### config.mk
export PLATFORM = sky130hd
export DESIGN_NAME = gate_state_mac
export DESIGN_NICKNAME = d
export VERILOG_FILES = /design/src/rtl/gate_state_mac.sv
export SDC_FILE = /design/constraint.sdc
export NUM_CORES = 1
export LEC_CHECK = 0
export CAP_MARGIN = 10
export CORE_ASPECT_RATIO = 1.1
export CORE_MARGIN = 2
export CORE_UTILIZATION = 55
export DETAILED_ROUTE_END_ITERATION = 8
export PLACE_DENSITY = 0.77
export SKIP_LAST_GASP = 1
export SYNTH_ARGS = -nofsm -noshare
export SYNTH_HDL_FRONTEND = slang
export SYNTH_SLANG_ARGS = --single-unit
### constraint.sdc
create_clock -name clk -period 18.5 [get_ports clk]
set_clock_uncertainty 0.05 [all_clocks]
set_input_delay 3.7 -clock clk [delete_from_list [all_inputs] [get_ports clk]]
set_output_delay 3.7 -clock clk [all_outputs]
set_load 0.03 [all_outputs]
### src/rtl/gate_state_mac.sv
// gate_state_mac: streaming complex gate x state-vector multiplier, one complex MAC per accepted gate beat.
// Build option: define GSM_ROUND_EN for round-half-up results; otherwise results truncate toward -inf.
module gate_state_mac #(
    parameter int NQ    = 2,
    parameter int WIDTH = 8,
    parameter int FRAC  = 6,
    localparam int DIM  = 2 ** NQ
) (
    input  logic                          clk,
    input  logic                          reset,
    input  logic                          start,
    input  logic        [DIM*WIDTH-1:0]   state_re,
    input  logic        [DIM*WIDTH-1:0]   state_im,
    input  logic                          gate_valid,
    output logic                          gate_ready,
    input  logic signed [WIDTH-1:0]       gate_re,
    input  logic signed [WIDTH-1:0]       gate_im,
    output logic                          out_valid,
    input  logic                          out_ready,
    output logic signed [WIDTH-1:0]       out_re,
    output logic signed [WIDTH-1:0]       out_im,
    output logic        [NQ-1:0]          out_idx,
    output logic                          busy,
    output logic                          done,
    output logic                          sat_flag
);
    localparam int PW   = 2 * WIDTH;
    localparam int ACCW = 2 * WIDTH + NQ + 1;
    localparam logic signed [ACCW-1:0] SAT_MAX = ACCW'((2 ** (WIDTH - 1)) - 1);
    localparam logic signed [ACCW-1:0] SAT_MIN = -SAT_MAX - ACCW'(1);

    // state | meaning
    // IDLE  | waiting for start; gate beats ignored
    // RUN   | accepting gate beats, one MAC per beat
    // DRAIN | last row result waiting for its output handshake
    typedef enum logic [1:0] {IDLE, RUN, DRAIN} fsm_t;

    fsm_t                    state_q, state_d;
    logic signed [WIDTH-1:0] st_re_q [DIM];
    logic signed [WIDTH-1:0] st_im_q [DIM];
    logic        [NQ-1:0]    row_q, col_q;
    logic signed [ACCW-1:0]  acc_re_q, acc_im_q;
    logic                    out_valid_q, done_q, sat_q;
    logic signed [WIDTH-1:0] out_re_q, out_im_q;
    logic        [NQ-1:0]    out_idx_q;

    logic                    beat, last_col, last_row, out_hs;
    logic signed [PW-1:0]    p_rr, p_ii, p_ri, p_ir;
    logic signed [ACCW-1:0]  sum_re, sum_im;
    logic        [WIDTH:0]   res_re, res_im;

    // Returns {saturated, value} for one accumulated component.
    function automatic logic [WIDTH:0] scale_sat(input logic signed [ACCW-1:0] a);
        logic signed [ACCW-1:0] r;
        r = a;
`ifdef GSM_ROUND_EN
        r = r + (ACCW'(1) <<< (FRAC - 1));
`endif
        r = r >>> FRAC;
        if (r > SAT_MAX) begin
            return {1'b1, SAT_MAX[WIDTH-1:0]};
        end else if (r < SAT_MIN) begin
            return {1'b1, SAT_MIN[WIDTH-1:0]};
        end
        return {1'b0, r[WIDTH-1:0]};
    endfunction

    assign beat     = gate_valid && gate_ready;
    assign last_col = (col_q == NQ'(DIM - 1));
    assign last_row = (row_q == NQ'(DIM - 1));
    assign out_hs   = out_valid_q && out_ready;

    assign p_rr   = PW'(gate_re) * PW'(st_re_q[col_q]);
    assign p_ii   = PW'(gate_im) * PW'(st_im_q[col_q]);
    assign p_ri   = PW'(gate_re) * PW'(st_im_q[col_q]);
    assign p_ir   = PW'(gate_im) * PW'(st_re_q[col_q]);
    assign sum_re = acc_re_q + ACCW'(p_rr) - ACCW'(p_ii);
    assign sum_im = acc_im_q + ACCW'(p_ri) + ACCW'(p_ir);
    assign res_re = scale_sat(sum_re);
    assign res_im = scale_sat(sum_im);

    always_ff @(posedge clk or negedge reset) begin
        if (!reset) begin
            state_q <= IDLE;
        end else begin
            state_q <= state_d;
        end
    end

    always_comb begin
        state_d = state_q;
        case (state_q)
            IDLE:    if (start) state_d = RUN;
            RUN:     if (beat && last_col && last_row) state_d = DRAIN;
            DRAIN:   if (out_hs) state_d = IDLE;
            default: state_d = IDLE;
        endcase
    end

    always_comb begin
        gate_ready = (state_q == RUN) && !(out_valid_q && !out_ready);
        busy       = (state_q != IDLE);
    end

    always_ff @(posedge clk or negedge reset) begin
        if (!reset) begin
            for (int k = 0; k < DIM; k++) begin
                st_re_q[k] <= '0;
                st_im_q[k] <= '0;
            end
            row_q       <= '0;
            col_q       <= '0;
            acc_re_q    <= '0;
            acc_im_q    <= '0;
            out_valid_q <= 1'b0;
            out_re_q    <= '0;
            out_im_q    <= '0;
            out_idx_q   <= '0;
            done_q      <= 1'b0;
            sat_q       <= 1'b0;
        end else begin
            done_q <= (state_q == DRAIN) && out_hs;
            if (state_q == IDLE && start) begin
                for (int k = 0; k < DIM; k++) begin
                    st_re_q[k] <= state_re[k*WIDTH +: WIDTH];
                    st_im_q[k] <= state_im[k*WIDTH +: WIDTH];
                end
                row_q    <= '0;
                col_q    <= '0;
                acc_re_q <= '0;
                acc_im_q <= '0;
                sat_q    <= 1'b0;
            end else if (beat) begin
                if (last_col) begin
                    acc_re_q <= '0;
                    acc_im_q <= '0;
                    col_q    <= '0;
                    row_q    <= row_q + NQ'(1);
                end else begin
                    acc_re_q <= sum_re;
                    acc_im_q <= sum_im;
                    col_q    <= col_q + NQ'(1);
                end
            end
            // A completed row may overwrite a result handshaken in the same cycle.
            if (beat && last_col) begin
                out_valid_q <= 1'b1;
                out_re_q    <= res_re[WIDTH-1:0];
                out_im_q    <= res_im[WIDTH-1:0];
                out_idx_q   <= row_q;
                if (res_re[WIDTH] || res_im[WIDTH]) sat_q <= 1'b1;
            end else if (out_hs) begin
                out_valid_q <= 1'b0;
            end
        end
    end

    assign out_valid = out_valid_q;
    assign out_re    = out_re_q;
    assign out_im    = out_im_q;
    assign out_idx   = out_idx_q;
    assign done      = done_q;
    assign sat_flag  = sat_q;

endmodule

Yosys cells after proc, flatten, opt, wreduce, memory -nomap -nowiden:

Index checks and enable logic that the tools add are counted.

* add/sub/neg operators: 6
* $mul: 4
* magnitude comparators: 5
* eq/ne operators: 7
* muxes and demuxes: 37
* bitwise logic cells: 1
* reductions and logical operators: 18

Operator list (number)
* $mux W19: 6
* $mul A8 B8 Y16: 4
* $add A19 B16 Y19: 3
* $mux W9: 6
* $bmux W8 S2: 2
* $mux W8: 4
* $gt A13 B8 Y1 const B: 2
* $lt A13 B8 Y1 const B: 2
* $sub A19 B16 Y19: 1
* $mux W2: 9
* $mux W1: 9
* $logic_and A1 B1 Y1: 8
* $reduce_bool A2 Y1: 4
* $eq A2 B2 Y1 const B: 3
* $ne A2 B2 Y1 const B: 3
* $pmux W2 S3: 1
* $add A2 B1 Y2 const B: 2
* $ge A3 B3 Y1 const B: 1
* $not A2 Y3: 1
* $reduce_and A3 Y1: 1
* $eq A2 B1 Y1 const B: 1
* $logic_not A1 Y1: 2
* $logic_not A2 Y1: 1
* $reduce_and A2 Y1: 1
* $logic_or A1 B1 Y1: 1

* bits in registers: 129
* input port bits: 85
* output and inout port bits: 23
* word-level logic and storage cells: 97

Longest topological paths before layout:

Gate-level depths: netlist of the first run.

* depth after elaboration: 14
* mapped depth: 28
* mapped depth without buffers: 27

Worst setup path before layout of the first run:

Ideal clock, no wire load.

* path kind: in2reg
* start point: input port gate_im[7]
* end point: register sat_q (netlist: sat_flag)
* setup time: 0.132 ns
* data arrival time: 9.980 ns
* data required time: 18.318 ns
* path slack: 8.338 ns
* stages on the path: 24
* path buffers: 1
* cells stage by stage: clkbuf_1 > nand2_1 > inv_1 > fa_1 > inv_1 > fa_1 > inv_1 > fa_1 > fa_1 > inv_1 > fa_1 > inv_1 > fa_1 > inv_1 > ha_1 > nand3_1 > nor2_1 > or4_4 > a2111oi_4 > nor2_2 > xor2_2 > o41a_4 > a211oi_2 > o21ai_1

* longest elaborated chain between the ends: 9
* elaborated cells between the ends (all ways): 19
* those cells by class: add/sub (2); mul (2); order compare (4); mux (10); reduce/logical (1)

RTL lines
* start: declaration: line 17 `input logic signed [WIDTH-1:0] gate_im,`
* $mul A8 B8 Y16, on equally long branches: line 74, 76
* $sub A19 B16 Y19 or $add A19 B16 Y19 (tied branches): line 77, 78
* $lt A13 B8 Y1: line 62 `end else if (r < SAT_MIN) begin`
* $mux W1: line 62
* $mux W1: line 60 `if (r > SAT_MAX) begin`
* $mux W9: line 65 `return {1'b0, r[WIDTH-1:0]};`
* $logic_or A1 B1 Y1 *: line 151 `if (res_re[WIDTH] || res_im[WIDTH]) sat_q <= 1'b1;`
* $mux W1 *: line 151
* $mux W1 *: line 146 `if (beat && last_col) begin`
* end signal: assignment: line 120 `sat_q <= 1'b0;`
* end signal: assignment: line 132 `sat_q <= 1'b0;`
* end signal: assignment: line 151
* end: declaration: line 43 `logic out_valid_q, done_q, sat_q;`

Mark *: on every way between the ends. The rest lies on a longest branch, timed or not.
A chain may end at the register's enable or synchronous reset.

Worst setup path in the final report of the first run:

Ends and elaborated chain as after synthesis.

==> reports/qor.txt, run 1 <==
Area Growth Syn to Fin: 11.3%
Inst Count DP: 2325
largest net degree at the start of global routing: 68
number of max-cap violations: 0
fmax: 91.1 MHz
GR Overflow Total: 0
Sink Count: 129
Worst slew margin: 0.163
Final Non-Filler Cells: 2358
DRC viols: 0
initial DRC count: 862
data required time of the critical path: 18760 ps
remaining antenna violation count: 0
postcts setup bufs: 0
layout cell share with drive strength beyond 1: 0.0758
FF-to-FF Start: col_q[0]
min-delay src: state_q[0]
sequential-to-total area share from yosys stat: 0.175
CTS tree: yes
number of synthesized flops with an enable pin: 0
top_reg_cell synth: dfrtp_1
commonest non-fill, non-tap cells in the layout: inv_1, fa_1, nand2_1
drt wl/cell: 17.7 um
critical path type: primary input to flop
H-tree levels: 4
detailed-placement wirelength estimate: 33.0 mm
TNS Setup: 0 ps
CP Capture Type: flop
#FFs+latches synth: 129
Placeable Area: 33200 um2
post-CTS sizing: 0
final core occ: 0.620
Post-Syn Area per Cell: 10.1 um2
drt total wl: 41.8 mm
gr usage total: 0.265
CP arrival: 11240 ps
port bufs: 107
die height: 196 um
cts hold-fix bufs: 0
Final Max Slew Viols: 0
most common cell after layout, fill and taps aside: inv_1
num rows: 70
synthesized instance count: 1831
insertion delay to the later sink of the worst-skew pair: 460 ps
synthesized cell area: 18500 um2
Fin. Hold Viols: 0
routability congestion estimate: 0.897
Die ar.: 35100 um2
CTS root buf: clkbuf_16
status: finished clean
worst setup path start: gate_im[7]
Crit Path Max Fanout: 16
Final Setup Violations: 0
Worst Tran Pin Value: 1250 ps
Starting Density: 0.557
drt first pass iters: 7
routed via count: 12800
asr flop ratio synth: 1.00
IO Count: 108
vias in the first global route: 14200
minimum clock period: 10980 ps
syn nets: 2408
Distinct cells, synth: 56
RSZ-0062 raised after global routing: false
Reg clk slew, reported paths: 70 ps
Hold Path Class: flop to flop
first-pass GRT wire length: 71.3 mm
Clock Path Buffers: 2
synth warn: 0
post-DR vias/cell: 5.42
Final Cycle Share: 0.594
nets@finish: 2489
initial antenna violation count: 0
die width: 179 um
CTS buffer count: 17
CP startpoint kind: primary input
[worst paths after layout]
check,to,slack [ps],depth (start not counted)
setup / recovery,sat_flag,7520,24
hold / removal,done,430,1
setup reg to reg,sat_flag,10180,25
hold reg to reg,done,430,1
max in group asynchronous,acc_im_q[8],13900,2
min in group asynchronous,acc_re_q[10],3220,1
[metrics by stage]
stage	hold slack, ps	worst slack (ps)	area (um2)
after floorplan	394	8340	18500
after global placement	407	7250	20000
after detailed placement	419	7100	20000
after CTS	430	7550	20600
after global routing	452	7090	20600
final	427	7520	20600
[state kept, by name (all words and copies together), names as in the netlist]
name       cells
out_idx        2
out_im         8
out_re         8
sat_flag       1
acc_im_q      19
out_valid      1
done           1
acc_re_q      19
col_q          2
st_re_q       32
st_im_q       32
row_q          2
state_q        2
[routing by layer]
| layer | GRT usage | routed length [um] | up-vias |
|---|---|---|---|
| met4 | 0.114 | 1680 | 0 |
| met1 | 0.342 | 16300 | 6551 |
| li1 | - | - | 5688 |
| met3 | 0.0508 | 2940 | 95 |
| met2 | 0.437 | 20800 | 445 |
| met5 | 0 | 0 | - |
[layout make-up]
type                       instances  area, um2
antenna                            1       2.50
clock buffer                      20        457
clock inverter                    12        134
fill                            2665      12600
inverter                         484       1820
multi-input combinational       1162      13200
sequential                       129       3230
tap                              432        541
timing repair buffer             118       1150
[kinds of logic after synthesis]
family	count (synthesis)	synth area share
buffers and inverters	540	0.110
adders and majority gates	492	0.473
and+or+nand+nor	376	0.0998
AOI/OAI and AO/OA	161	0.0596
DFF	129	0.175
muxes	82	0.0584
xor gates and xnor gates	51	0.0246
[cells in the mapped netlist, drive strengths merged, types with 4 or more instances]
cell type | instances | area (um2)
or2 | 9 | 56.3
fa | 345 | 6910
nand2 | 160 | 601
a21oi | 44 | 228
inv | 484 | 1820
mux2 | 66 | 743
o21ai | 42 | 210
ha | 147 | 1840
a21o | 10 | 75.1
clkbuf | 51 | 191
xor2 | 13 | 121
a211oi | 9 | 77.6
and2 | 118 | 738
nand3 | 6 | 30.0
buf | 5 | 22.5
dfrtp | 129 | 3230
nor2 | 47 | 179
nand2b | 10 | 62.6
and3 | 4 | 25.0
nor3 | 9 | 45.0
a22o | 26 | 228
o21a | 6 | 45.0
xnor2 | 38 | 333
mux4 | 14 | 315
[worst max-delay path, stage by stage]
cell and delay (ps):
clkdlybuf4s50_1 890, nand2_1 530, inv_1 400, fa_1 460
inv_1 90, fa_1 430, inv_1 90, fa_1 430
fa_1 520, inv_1 60, fa_1 540, inv_1 50
fa_1 470, inv_1 40, ha_1 320, nand3_1 80
nor2_1 50, or4_4 560, a2111oi_4 370, nor2_2 100
xor2_2 180, o41a_4 580, a211oi_2 210, o21ai_1 70
Power of run 1 is left out: the tool's default activity adds up to more than one toggle a clock period on the data nets, which glitch-free logic cannot reach.
==> run 2: changes to the inputs <==
--- a/config.mk
+++ b/config.mk
@@ -10,7 +10,7 @@
 export CORE_MARGIN = 2
 export CORE_UTILIZATION = 55
 export DETAILED_ROUTE_END_ITERATION = 8
-export PLACE_DENSITY = 0.77
+export PLACE_DENSITY = 0.8
 export SKIP_LAST_GASP = 1
 export SYNTH_ARGS = -nofsm -noshare
 export SYNTH_HDL_FRONTEND = slang
==> constraint.sdc (replaced) <==
create_clock -name clk -period 9.22 [get_ports clk]
set_clock_uncertainty 0.05 [all_clocks]
set_input_delay 1.844 -clock clk [delete_from_list [all_inputs] [get_ports clk]]
set_output_delay 1.844 -clock clk [all_outputs]
set_load 0.03 [all_outputs]
==> reports/qor.txt, run 2 (synthesis gave the netlist of run 1 again) <==
Worst Tran Pin Value: 994 ps (-254 ps)
cts hold-fix bufs: 0 (unchanged)
TNS Setup: 0 ps (unchanged)
Min Hold Slack: 429 ps (+1.01 ps)
die height: 196 um (unchanged)
critical path type: primary input to flop
Reg clk slew, reported paths: 60 ps (about the same)
CTS root buf: clkbuf_16
Place WS: 292 ps (-6810 ps)
RSZ-0062 raised after global routing: false
insertion delay to the later sink of the worst-skew pair: 450 ps (about the same)
Fin. Hold Viols: 0 (unchanged)
data required time of the critical path: 9470 ps (-9290 ps)
post-DR vias/cell: 5.46 (+0.84%)
number of max-cap violations: 0 (unchanged)
gr usage total: 0.269 (+0.00429)
initial DRC count: 899 (+4.3%)
initial antenna violation count: 0 (unchanged)
vias in the first global route: 14500 (+2.3%)
FF/Latch Area: 3230 um2 (unchanged)
CP startpoint kind: primary input
Regs by FF count: st_im_q (32), st_re_q (32)
IO Count: 108 (unchanged)
detailed-placement wirelength estimate: 33.8 mm (+2.6%)
Sink Count: 129 (unchanged)
fill count: 2538 (-4.8%)
H-tree levels: 4 (unchanged)
Final Cycle Share: 0.935
num rows: 70 (unchanged)
Worst slew margin: 0.337 (+0.174)
fmax: 116 MHz
remaining antenna violation count: 0 (unchanged)
commonest non-fill, non-tap cells in the layout: inv_1, fa_1, nand2_1
Clock Path Buffers: 2 (unchanged)
postcts setup bufs: 0 (unchanged)
port bufs: 107 (unchanged)
layout cell share with drive strength beyond 1: 0.0830 (+0.00719)
Final Setup Violations: 0 (unchanged)
most common cell after layout, fill and taps aside: inv_1
GR Overflow Total: 0 (unchanged)
Placeable Area: 33200 um2 (unchanged)
area of the multi-input gates: 13200 um2 (about the same)
CTS tree: yes
Die ar.: 35100 um2 (unchanged)
die width: 179 um (unchanged)
Hold Path Class: flop to flop
drt first pass iters: 6 (-1)
first-pass GRT wire length: 72.4 mm (+1.5%)
DRC viols: 0 (unchanged)
largest net degree at the start of global routing: 78 (+15%)
routability congestion estimate: 0.902 (+0.55%)
drt wl/cell: 18.3 um (+3.2%)
Area Growth Syn to Fin: 11.9%
Crit Path Max Fanout: 13 (-3)
drt total wl: 43.4 mm (+3.8%)
CP Capture Type: flop
post-CTS sizing: 0 (unchanged)
setup ws final: 596 ps (-6920 ps)
nets@finish: 2504 (+0.60%)
routed via count: 13000 (+1.4%)
status: finished clean
Starting Density: 0.557 (unchanged)
Antenna Cells: 0 (-1)
minimum clock period: 8620 ps
CTS buffer count: 17 (unchanged)
CP arrival: 8870 ps (-2370 ps)
Final Max Slew Viols: 0 (unchanged)
-- run 2: changes by cell type in the layout (fill, tap and decap cells not counted) --
cell / delta
bufinv_16: -1
diode_2: -1
clkinvlp_4: -2
clkinv_4: +1
clkbuf_8: -1
nor3_4: +1
buf_16: +1
buf_4: +14
clkinv_2: -1
nor3_2: -1
inv_6: +4
clkbuf_1: -1
-- run 2: final timing paths --
check	from	end	slack, ps	depth (start not counted)
setup / recovery	gate_im[2]	sat_flag	600	22
hold / removal	out_re[7]	out_re[7]	430	2
setup reg to reg	col_q[0]	sat_flag	880	20
hold reg to reg	out_re[7]	out_re[7]	430	2
max in group asynchronous	reset	acc_im_q[6]	6390	2
min in group asynchronous	reset	out_re[1]	1320	1
-- run 2: per-stage QoR --
| step | util | cell area, um2 | instances |
|---|---|---|---|
| after floorplan | - | 18500 | 1831 |
| after global placement | 0.605 | 20100 | 2339 |
| after detailed placement | 0.606 | 20100 | 2340 |
| after CTS | 0.623 | 20700 | 2371 |
| after global routing | 0.623 | 20700 | 2371 |
| final | 0.623 | 20700 | 2371 |
-- run 2: layout make-up --
cell class | instances | area share
Multi-Input combinational cell | 1162 | 0.640
Sequential cell | 129 | 0.156
Inverter | 484 | 0.0878
Timing Repair Buffer | 133 | 0.0622
Tap cell | 432 | 0.0261
Clock buffer | 18 | 0.0212
Clock inverter | 13 | 0.00617
-- run 2: metal layers --
layer	share of wire	track usage
met1	0.39	0.344
met2	0.49	0.444
met3	0.068	0.0424
met4	0.054	0.137
met5	0	0
-- run 2: critical path, stage by stage --
cell             delay [ps]
clkdlybuf4s50_1         930
nand2_1                 180
fa_1                    550
fa_1                    490
inv_1                    50
fa_1                    480
fa_1                    530
fa_1                    500
inv_1                    50
fa_1                    470
inv_1                    50
ha_1                    340
and3_1                  170
a221oi_1                350
a21oi_1                 230
a211oi_2                340
a221oi_1                170
xnor2_1                 400
nand3_1                 220
buf_4                   230
a211oi_2                210
o21ai_1                  80
Power of run 2 is left out for the same reason.
